File: src/rtl/dmem_miss_ctrl_pkg.sv
// Shared types for the data-memory miss controller: FSM states, memory-stage
// opcodes and the default write-buffer depth.
package dmem_miss_ctrl_pkg;

  localparam int unsigned WBUF_DEPTH_DEF = 4;

  typedef enum logic [1:0] {
    ST_IDLE = 2'd0,
    ST_RD   = 2'd1,
    ST_FILL = 2'd2,
    ST_WR   = 2'd3
  } state_e;

  typedef enum logic [1:0] {
    OP_NONE  = 2'd0,
    OP_LOAD  = 2'd1,
    OP_STORE = 2'd2
  } mem_op_e;

  // A simultaneous load and store is illegal; the load takes precedence.
  function automatic mem_op_e decode_op(input logic ld, input logic st);
    if (ld)      return OP_LOAD;
    else if (st) return OP_STORE;
    else         return OP_NONE;
  endfunction

endpackage

File: src/rtl/dmem_wbuf.sv
// Circular write-buffer FIFO with wrap-bit pointers and a per-entry address
// compare that returns the youngest matching entry's data.
module dmem_wbuf
  import dmem_miss_ctrl_pkg::*;
#(
  parameter int unsigned DEPTH  = WBUF_DEPTH_DEF,
  parameter int unsigned ADDR_W = 16,
  parameter int unsigned DATA_W = 16
) (
  input  logic                      clk_i,
  input  logic                      rst_ni,
  input  logic                      push_i,
  input  logic [ADDR_W-1:0]         push_addr_i,
  input  logic [DATA_W-1:0]         push_data_i,
  input  logic                      pop_i,
  output logic                      full_o,
  output logic                      empty_o,
  output logic [$clog2(DEPTH):0]    count_o,
  output logic [ADDR_W-1:0]         head_addr_o,
  output logic [DATA_W-1:0]         head_data_o,
  input  logic [ADDR_W-1:0]         cmp_addr_i,
  output logic                      match_o,
  output logic [DATA_W-1:0]         match_data_o
);

  localparam int unsigned PW = $clog2(DEPTH);

  logic [PW:0]       head_q, head_d, tail_q, tail_d;
  logic [ADDR_W-1:0] addr_q [DEPTH];
  logic [DATA_W-1:0] data_q [DEPTH];
  logic              push_ok, pop_ok;
  logic [PW-1:0]     idx;

  assign count_o     = tail_q - head_q;
  assign empty_o     = (head_q == tail_q);
  assign full_o      = (count_o == (PW+1)'(DEPTH));
  assign push_ok     = push_i && !full_o;
  assign pop_ok      = pop_i && !empty_o;
  assign head_addr_o = addr_q[head_q[PW-1:0]];
  assign head_data_o = data_q[head_q[PW-1:0]];

  always_comb begin
    head_d = head_q;
    tail_d = tail_q;
    if (pop_ok)  head_d = head_q + 1'b1;
    if (push_ok) tail_d = tail_q + 1'b1;
  end

  always_ff @(posedge clk_i or negedge rst_ni) begin
    if (!rst_ni) begin
      head_q <= '0;
      tail_q <= '0;
    end else begin
      head_q <= head_d;
      tail_q <= tail_d;
    end
  end

  always_ff @(posedge clk_i) begin
    if (push_ok) begin
      addr_q[tail_q[PW-1:0]] <= push_addr_i;
      data_q[tail_q[PW-1:0]] <= push_data_i;
    end
  end

  // Scan oldest to youngest so the last hit wins.
  always_comb begin
    match_o      = 1'b0;
    match_data_o = '0;
    idx          = '0;
    for (int unsigned i = 0; i < DEPTH; i++) begin
      idx = head_q[PW-1:0] + PW'(i);
      if ((i < 32'(count_o)) && (addr_q[idx] == cmp_addr_i)) begin
        match_o      = 1'b1;
        match_data_o = data_q[idx];
      end
    end
  end

endmodule

File: src/rtl/dmem_miss_ctrl.sv
// Data-memory miss controller: services load misses from main memory and
// drains write-through stores via dmem_wbuf. Optional store-to-load
// forwarding from the write buffer is enabled by MEMCTRL_WBUF_FWD_EN.
module dmem_miss_ctrl
  import dmem_miss_ctrl_pkg::*;
#(
  parameter int unsigned WBUF_DEPTH = WBUF_DEPTH_DEF,
  parameter int unsigned ADDR_W     = 16,
  parameter int unsigned DATA_W     = 16
) (
  input  logic                          clock,
  input  logic                          reset,
  input  logic                          ld_req,
  input  logic                          st_req,
  input  logic [ADDR_W-1:0]             addr,
  input  logic [DATA_W-1:0]             st_data,
  input  logic                          hit,
  output logic                          stall,
  output logic                          fill_valid,
  output logic [DATA_W-1:0]             fill_data,
  output logic                          mem_req,
  output logic                          mem_we,
  output logic [ADDR_W-1:0]             mem_addr,
  output logic [DATA_W-1:0]             mem_wdata,
  input  logic                          mem_ack,
  input  logic [DATA_W-1:0]             mem_rdata,
  output logic [$clog2(WBUF_DEPTH):0]   wbuf_count
);

  state_e            state_q, state_d;
  logic              mem_req_q, mem_req_d;
  logic              mem_we_q, mem_we_d;
  logic [ADDR_W-1:0] mem_addr_q, mem_addr_d;
  logic [DATA_W-1:0] mem_wdata_q, mem_wdata_d;
  logic [DATA_W-1:0] rdata_q, rdata_d;
`ifndef MEMCTRL_WBUF_FWD_EN
  logic              drain_q, drain_d;
`endif

  mem_op_e           op;
  logic              ld_miss, st_op;
  logic              stall_c, fill_valid_c, fwd_c, pop;
  logic              wb_full, wb_empty, wb_match;
  logic [ADDR_W-1:0] wb_head_addr;
  logic [DATA_W-1:0] wb_head_data, wb_match_data;

  assign op      = decode_op(ld_req, st_req);
  assign ld_miss = (op == OP_LOAD) && !hit;
  assign st_op   = (op == OP_STORE);

  dmem_wbuf #(
    .DEPTH  (WBUF_DEPTH),
    .ADDR_W (ADDR_W),
    .DATA_W (DATA_W)
  ) u_wbuf (
    .clk_i        (clock),
    .rst_ni       (reset),
    .push_i       (st_op && !wb_full),
    .push_addr_i  (addr),
    .push_data_i  (st_data),
    .pop_i        (pop),
    .full_o       (wb_full),
    .empty_o      (wb_empty),
    .count_o      (wbuf_count),
    .head_addr_o  (wb_head_addr),
    .head_data_o  (wb_head_data),
    .cmp_addr_i   (addr),
    .match_o      (wb_match),
    .match_data_o (wb_match_data)
  );

  always_comb begin
    state_d      = state_q;
    mem_req_d    = mem_req_q;
    mem_we_d     = mem_we_q;
    mem_addr_d   = mem_addr_q;
    mem_wdata_d  = mem_wdata_q;
    rdata_d      = rdata_q;
    stall_c      = st_op && wb_full;
    fill_valid_c = 1'b0;
    fwd_c        = 1'b0;
    pop          = 1'b0;
`ifndef MEMCTRL_WBUF_FWD_EN
    drain_d      = drain_q;
`endif
    case (state_q)
      ST_IDLE: begin
        if (ld_miss) begin
`ifdef MEMCTRL_WBUF_FWD_EN
          if (wb_match) begin
            fill_valid_c = 1'b1;
            fwd_c        = 1'b1;
          end else begin
            stall_c    = 1'b1;
            state_d    = ST_RD;
            mem_req_d  = 1'b1;
            mem_we_d   = 1'b0;
            mem_addr_d = addr;
          end
`else
          stall_c = 1'b1;
          // Once a match is seen, keep draining until the buffer is empty.
          if (!wb_empty && (wb_match || drain_q)) begin
            drain_d     = 1'b1;
            state_d     = ST_WR;
            mem_req_d   = 1'b1;
            mem_we_d    = 1'b1;
            mem_addr_d  = wb_head_addr;
            mem_wdata_d = wb_head_data;
          end else begin
            drain_d    = 1'b0;
            state_d    = ST_RD;
            mem_req_d  = 1'b1;
            mem_we_d   = 1'b0;
            mem_addr_d = addr;
          end
`endif
        end else begin
`ifndef MEMCTRL_WBUF_FWD_EN
          drain_d = 1'b0;
`endif
          if (!wb_empty) begin
            state_d     = ST_WR;
            mem_req_d   = 1'b1;
            mem_we_d    = 1'b1;
            mem_addr_d  = wb_head_addr;
            mem_wdata_d = wb_head_data;
          end
        end
      end
      ST_RD: begin
        stall_c = 1'b1;
        if (mem_ack) begin
          rdata_d   = mem_rdata;
          mem_req_d = 1'b0;
          state_d   = ST_FILL;
        end
      end
      ST_FILL: begin
        fill_valid_c = 1'b1;
        state_d      = ST_IDLE;
      end
      ST_WR: begin
        if (ld_miss) stall_c = 1'b1;
        if (mem_ack) begin
          pop       = 1'b1;
          mem_req_d = 1'b0;
          state_d   = ST_IDLE;
        end
      end
      default: state_d = ST_IDLE;
    endcase
  end

  always_ff @(posedge clock or negedge reset) begin
    if (!reset) begin
      state_q     <= ST_IDLE;
      mem_req_q   <= 1'b0;
      mem_we_q    <= 1'b0;
      mem_addr_q  <= '0;
      mem_wdata_q <= '0;
      rdata_q     <= '0;
`ifndef MEMCTRL_WBUF_FWD_EN
      drain_q     <= 1'b0;
`endif
    end else begin
      state_q     <= state_d;
      mem_req_q   <= mem_req_d;
      mem_we_q    <= mem_we_d;
      mem_addr_q  <= mem_addr_d;
      mem_wdata_q <= mem_wdata_d;
      rdata_q     <= rdata_d;
`ifndef MEMCTRL_WBUF_FWD_EN
      drain_q     <= drain_d;
`endif
    end
  end

  // Combinational outputs are forced quiet while reset is held.
  assign stall      = stall_c && reset;
  assign fill_valid = fill_valid_c && reset;
  assign fill_data  = fwd_c ? wb_match_data : rdata_q;
  assign mem_req    = mem_req_q;
  assign mem_we     = mem_we_q;
  assign mem_addr   = mem_addr_q;
  assign mem_wdata  = mem_wdata_q;

endmodule
File: config.mk
export PLATFORM = sky130hd
export DESIGN_NAME = dmem_miss_ctrl
export DESIGN_NICKNAME = d
export VERILOG_FILES = /design/src/rtl/dmem_miss_ctrl_pkg.sv /design/src/rtl/dmem_wbuf.sv /design/src/rtl/dmem_miss_ctrl.sv
export SDC_FILE = /design/constraint.sdc
export NUM_CORES = 1
export LEC_CHECK = 0
export ABC_AREA = 1
export ABC_CLOCK_PERIOD_IN_PS = 5700
export CAP_MARGIN = 40
export CORE_ASPECT_RATIO = 0.5
export CORE_MARGIN = 4
export CORE_UTILIZATION = 25
export CTS_CLUSTER_DIAMETER = 100
export DETAILED_ROUTE_END_ITERATION = 8
export HOLD_SLACK_MARGIN = 0.1
export PLACE_DENSITY_LB_ADDON = 0.08
export SLEW_MARGIN = 20
export SYNTH_ARGS = -nofsm -noshare
export SYNTH_HDL_FRONTEND = slang
export SYNTH_SLANG_ARGS = --single-unit
File: constraint.sdc
create_clock -name clock -period 5.7 [get_ports clock]
set_input_delay 1.14 -clock clock [delete_from_list [all_inputs] [get_ports clock]]
set_output_delay 1.14 -clock clock [all_outputs]
set_load 0.1 [all_outputs]
* Word-level counts from Yosys, hierarchy flattened
Memory sizes are Yosys's and may differ from the RTL's. Index checks and enable logic that the tools add are counted.
Cells by class: add/subtract/negate cells 6, $lt $le $gt $ge 4, eq/ne operators 17, muxes and demuxes 32, reduce and logical (&&, ||, !) cells 25
Operators by type and width (number):
- $mux W16 | 6
- $eq A16 B16 Y1 | 4
- $mux W1 | 16
- $mux W2 | 7
- $logic_and A1 B1 Y1 | 12
- $reduce_and A3 Y1 | 3
- $pmux W2 S4 | 1
- $add A3 B1 Y3 const B | 2
- $eq A2 B2 Y1 const B | 3
- $lt A1 B3 Y1 const A | 2
- $lt A2 B3 Y1 const A | 2
- $ne A2 B2 Y1 const B | 3
- $add A2 B2 Y2 const B | 2
- $eq A2 B1 Y1 const B | 2
- $ne A2 B1 Y1 const B | 2
- $pmux W1 S2 | 2
- $reduce_and A2 Y1 | 2
- $reduce_or A2 Y1 | 2
- $eq A3 B3 Y1 | 1
- $eq A3 B3 Y1 const B | 1
- $logic_not A1 Y1 | 3
- $ne A3 B3 Y1 const B | 1
- $sub A3 B3 Y3 | 1
- $add A2 B1 Y2 const B | 1
- 3 further kinds | 3
Storage, ports and cells: register bits 59, bits in writable memories 128, input port bits 54, output and inout port bits 55, word-level logic and storage cells 95, memories 2
Memory list:
- u_wbuf.addr_q | depth 4, width 16, rd ports 4, clocked after memory_dff 0, wr ports 1, RTL line dmem_wbuf.sv:29 | logic [ADDR_W-1:0] addr_q [DEPTH];
- u_wbuf.data_q | depth 4, width 16, rd ports 1, clocked after memory_dff 0, wr ports 1, RTL line dmem_wbuf.sv:30 | logic [DATA_W-1:0] data_q [DEPTH];

* Depth between registers and ports, before layout
depth after elaboration 12, gate-level depth with buffers 19, mapped depth without buffers 17

* Modules after synthesis
From an unflattened synthesis, not the netlist that was laid out.
Unflattened totals: cell total of the unflattened synthesis 1538, area, all modules 11785.1 µm²
Modules (own cells, without submodules):
- dmem_wbuf | times used 1, cells an instance 1245, area an instance 9200.1 µm², sequential area each 3993.8 µm²
- dmem_miss_ctrl | times used 1, cells an instance 293, area an instance 2585.0 µm², sequential area each 1326.3 µm²

* Worst setup path after synthesis
Ideal clock, no wire load.
path type register to output, start point reg u_wbuf.tail_q[0], end point out stall, arrival time 3.047 ns, required time 4.560 ns, setup slack 1.513 ns, cell stages (with the launch flop) 10, buffers on the path 0, cell sequence dfrtp_1 -> inv_1 -> ha_1 -> fa_1 -> inv_1 -> nand3_1 -> nand2_1 -> nand4_1 -> o21ai_0 -> o311a_1
On the way: word-level cells in the longest chain between the ends 6
RTL lines:
- start: declaration | RTL line dmem_wbuf.sv:28 | logic [PW:0] head_q, head_d, tail_q, tail_d;
- start signal: assignment | RTL line dmem_wbuf.sv:55 | tail_q <= tail_d;
- $sub A3 B3 Y3 (*) | RTL line dmem_wbuf.sv:34 | assign count_o = tail_q - head_q;
- net wbuf_count[2] | RTL line dmem_miss_ctrl.sv:27 | output logic [$clog2(WBUF_DEPTH):0] wbuf_count
- $eq A3 B3 Y1 (*) | RTL line dmem_wbuf.sv:36 | assign full_o = (count_o == (PW+1)'(DEPTH));
- $logic_and A1 B1 Y1 (*) | RTL line dmem_miss_ctrl.sv:79 | stall_c = st_op && wb_full;
- $mux W1 | RTL line dmem_miss_ctrl.sv:88, dmem_miss_ctrl.sv:144
- $pmux W1 S2 (*) | RTL line dmem_miss_ctrl.sv:86 | case (state_q)
- $logic_and A1 B1 Y1 (*) | RTL line dmem_miss_ctrl.sv:180 | assign stall = stall_c && reset;
- end: declaration | RTL line dmem_miss_ctrl.sv:18 | output logic stall,
The timed path passes the listed nets; every way through them passes the cells marked *.

* Worst setup path after layout
start point reg u_wbuf.head_q[0], end point out wbuf_count[2]
On the way: word-level cells in the longest chain between the ends 1
RTL lines:
- start: declaration | RTL line dmem_wbuf.sv:28
- start signal: assignment | RTL line dmem_wbuf.sv:51 | head_q <= '0;
- start signal: assignment | RTL line dmem_wbuf.sv:54 | head_q <= head_d;
- $sub A3 B3 Y3 | RTL line dmem_wbuf.sv:34
- end: declaration | RTL line dmem_miss_ctrl.sv:27
Every way passes these cells.

==> summary.md <==
| Metric | Value |
|---|---|
| Routed length per placed instance | 16.86 µm |
| Library cells used by synthesis | 32 |
| Crit path launch | u_wbuf.head_q[0]$_DFFE_PN0P_ |
| I/O pin count | 109 |
| Tightest Pin Transition | 0.7351 ns |
| Ys Warns | 0 |
| Termination of the worst setup path | wbuf_count[2] |
| # resized after CTS | 0 |
| Area growth from synthesis to layout | 34.45% |
| Register-to-Register Path Depth | 16 |
| Number of detailed-route iterations in the first pass | 5 |
| Sequential area share after synthesis | 0.5484 |
| Max-slew violation count | 0 |
| Worst R2R Start | u_wbuf.head_q[0]$_DFFE_PN0P_ |
| Mean area per synthesized cell | a little under 9 µm² |
| Cells after Synth | 1098 |
| Critical path type | flop to output pin |
| Post-DP HPWL | 20580 µm |
| Max-cap viol count | 0 |
| Cell Rows | 50 |
| Post-synthesis register bit count | 187 |
| Post-Route Utilization | 0.3446 |
| Die extent in x | 286.6 µm |
| Crit Path Max Fanout | 24 |
| Most frequent cell after synthesis | nand2_1 |
| Critical path launch point type | flop |
| Initial antenna violation count | 0 |
| Most common flop cell mapped by yosys | edfxtp_1 |
| Global-route wire length before repair | around 47000 µm |
| Share of the clock period used by the worst path after layout | 0.7134 |
| Proportion of synthesized flip-flops having asynchronous set or reset | 0.3155 |
| TritonCTS clock tree | done |
| Die Y-Extent | roughly 150 µm |
| Hold slack | around 0.48 ns |
| Die Outline Area | about 42000 µm² |
| Clock slew at reported path FFs | roughly 0.070 ns |
| Highest attainable clock frequency | 0.2459 GHz |
| Effective utilization at floorplan | 0.2563 |
| Max-slew headroom at the worst pin | 0.5092 |
| Ratio of cells with drive above 1 in the final layout | 0.1078 |
| Number of design rule violations left after detail routing | 0 |
| H-tree levels | 4 |
| ANT nets after route | 0 |
| Sum Neg Setup Slack | 0 ns |
| Crit-path max cell delay | 0.60 ns |
| Clk_skew | between 0.015 and 0.02 ns |
| Final hold violation count | 0 |
| Count of hold buffers inserted by post-cts repair | 0 |
| Number of nets in the layout | 1316 |
| # Post-CTS Setup Buffers | 0 |
| Final setup violation count | 0 |
| Largest net degree at the start of global routing | 81 |
| WP data required | ~4.6 ns |
| TritonCTS Sinks | 187 |
| Setup repair after global routing missed its margin | no |
| Critical path, cell by cell | ha_1, fa_1, inv_1, nand3_1, nand2_1, clkdlybuf4s50_1, buf_8 |
| EDFF count, synth | 128 |
| Bufs on Longest Clock Path | 2 |
| Number of input and output port buffers inserted | 108 |
| Most area-consuming cells after synthesis | edfxtp_1, nand2_1, dfrtp_1 |
| Outcome | finished, final reports clean |
| Hold Startpoint | mem_addr[6]$_DFFE_PN0P_ |
| Vias | approximately 8200 |
| Number of global-route vias before repair | between 8000 and 9000 |
| Total global routing overflow | 0 |
| Via/cell ratio | ~4.6 |
| Nature of the critical path endpoint | output pin |
| CP max stage cell | dfrtp_2 |
| Worst EP arrival | 2.93 ns |
| Endpoint of the worst register-to-register path | mem_wdata[0]$_DFFE_PN0P_ |
| Clock latency of the later-clocked register in the worst-skew pair | 0.45 ns |
| Number of buffers created by CTS | 17 |
| Post-detailed-routing wire length | 30040 µm |
| Cell area after synthesis | 9702 µm² |
| Total track usage | 0.1446 |
| Placer's final routability congestion estimate | about 0.79 |
| Net Count, Synth | 1165 |
| Top cell types by occurrence after synthesis | nand2_1, nand3_1, edfxtp_1, dfrtp_1, inv_1 |
| Root buffer selected by CTS | clkbuf_16 |
| Detailed Route Iter0 Violations | approximately 560 |
| Final Critical Period | 4.066 ns |
| Diodes inserted | 0 |
| Synth area leader | edfxtp_1 |
| Register-to-register setup slack | between 1.5 and 2 ns |
| Worst hold-check path type | flop to flop |
| Proportion of netlist area held by the largest area contributor | 0.3962 |
| Area of the core | 37850 µm² |
## through the flow
| step | instances | instance area, µm² | worst slack [ns] |
|---|---|---|---|
| floorplan | 1098 | 9702 | 1.513 |
| global placement | 1688 | 11230 | 1.655 |
| detailed placement | 1747 | 12380 | 1.618 |
| CTS | 1779 | 12990 | 1.586 |
| global route | 1782 | 13040 | 1.313 |
| finish | 1782 | 13040 | 1.634 |
## kinds of logic (layout without fill, tap and decap cells)
group	count (synthesis)	in the layout	share of synthesized area
DFF	187	187	0.5484
and+or+nand+nor	687	687	0.2967
muxes	16	16	0.01857
xor gates and xnor gates	14	14	0.01264
buffers and inverters	102	266	0.05262
AOI/OAI and AO/OA	79	79	0.05352
adders and majority gates	13	13	0.01754
## worst max-delay path, delay by kind of cell (launching register included)
kind                       cells  cell delay (ns)
adders and majority gates      2             0.75
buffers and inverters          3             0.81
DFF                            1             0.60
and+or+nand+nor                2             0.30
## worst min-delay path by stage
stage | cells past startpoint | slack [ns] | end
6_report | 2 | 0.48 | mem_addr[6]$_DFFE_PN0P_
2_1_floorplan | 1 | 0.46 | u_wbuf.tail_q[2]$_DFFE_PN0P_
3_5_place_dp | 2 | 0.47 | mem_addr[6]$_DFFE_PN0P_
3_3_place_gp | 2 | 0.46 | mem_addr[6]$_DFFE_PN0P_
5_1_grt | 2 | 0.50 | mem_addr[15]$_DFFE_PN0P_
4_1_cts | 2 | 0.49 | mem_addr[6]$_DFFE_PN0P_
## state kept, by name (all words and copies together), names as in the netlist
register       count
u_wbuf.head_q      3
mem_req            1
u_wbuf.data_q     64
mem_addr          16
u_wbuf.tail_q      3
drain_q            1
state_q            2
u_wbuf.addr_q     64
mem_wdata         16
mem_we             1
fill_data         16
## final cells by class
| class | instances | area, µm² |
|---|---|---|
| clock buffer | 18 | 429.2 |
| clock inverter | 14 | 173.9 |
| fill | 3820 | 24810 |
| inverter | 52 | 195.2 |
| multi-input combinational | 809 | 3901 |
| sequential | 187 | 5321 |
| tap | 520 | 650.6 |
| timing repair buffer | 182 | 2372 |
## layer usage
metal  track usage  share of wire  up-vias
met4       0.03323          0.011        0
met3       0.02961          0.039       24
met5             0              0        -
met2        0.2409           0.48      189
met1        0.1945           0.47     3919
li1              -              -     4030
## layout by cell type (no fill, tap or decap), types with 2 or more instances in the layout
cell,Yosys,final
inv_1,48,48
o21ai_0,6,6
nor2_4,0,4
nand3_1,211,211
inv_2,3,3
buf_8,0,38
inv_6,0,3
buf_16,0,21
inv_8,0,5
nor2_1,39,35
o21ai_1,23,23
nand2_4,2,2
clkdlybuf4s50_1,0,106
nand4_1,5,5
clkinv_8,0,3
a32o_1,16,16
a21oi_1,22,22
xor2_1,14,14
edfxtp_1,128,128
ha_1,12,12
mux2_2,16,16
o211ai_1,6,6
buf_4,6,13
buf_12,0,3
nand2_1,428,428
dfrtp_1,59,58
clkbuf_16,0,17
Power is left out: the tool's default activity adds up to more than one toggle a clock period on the data nets, which glitch-free logic cannot reach.
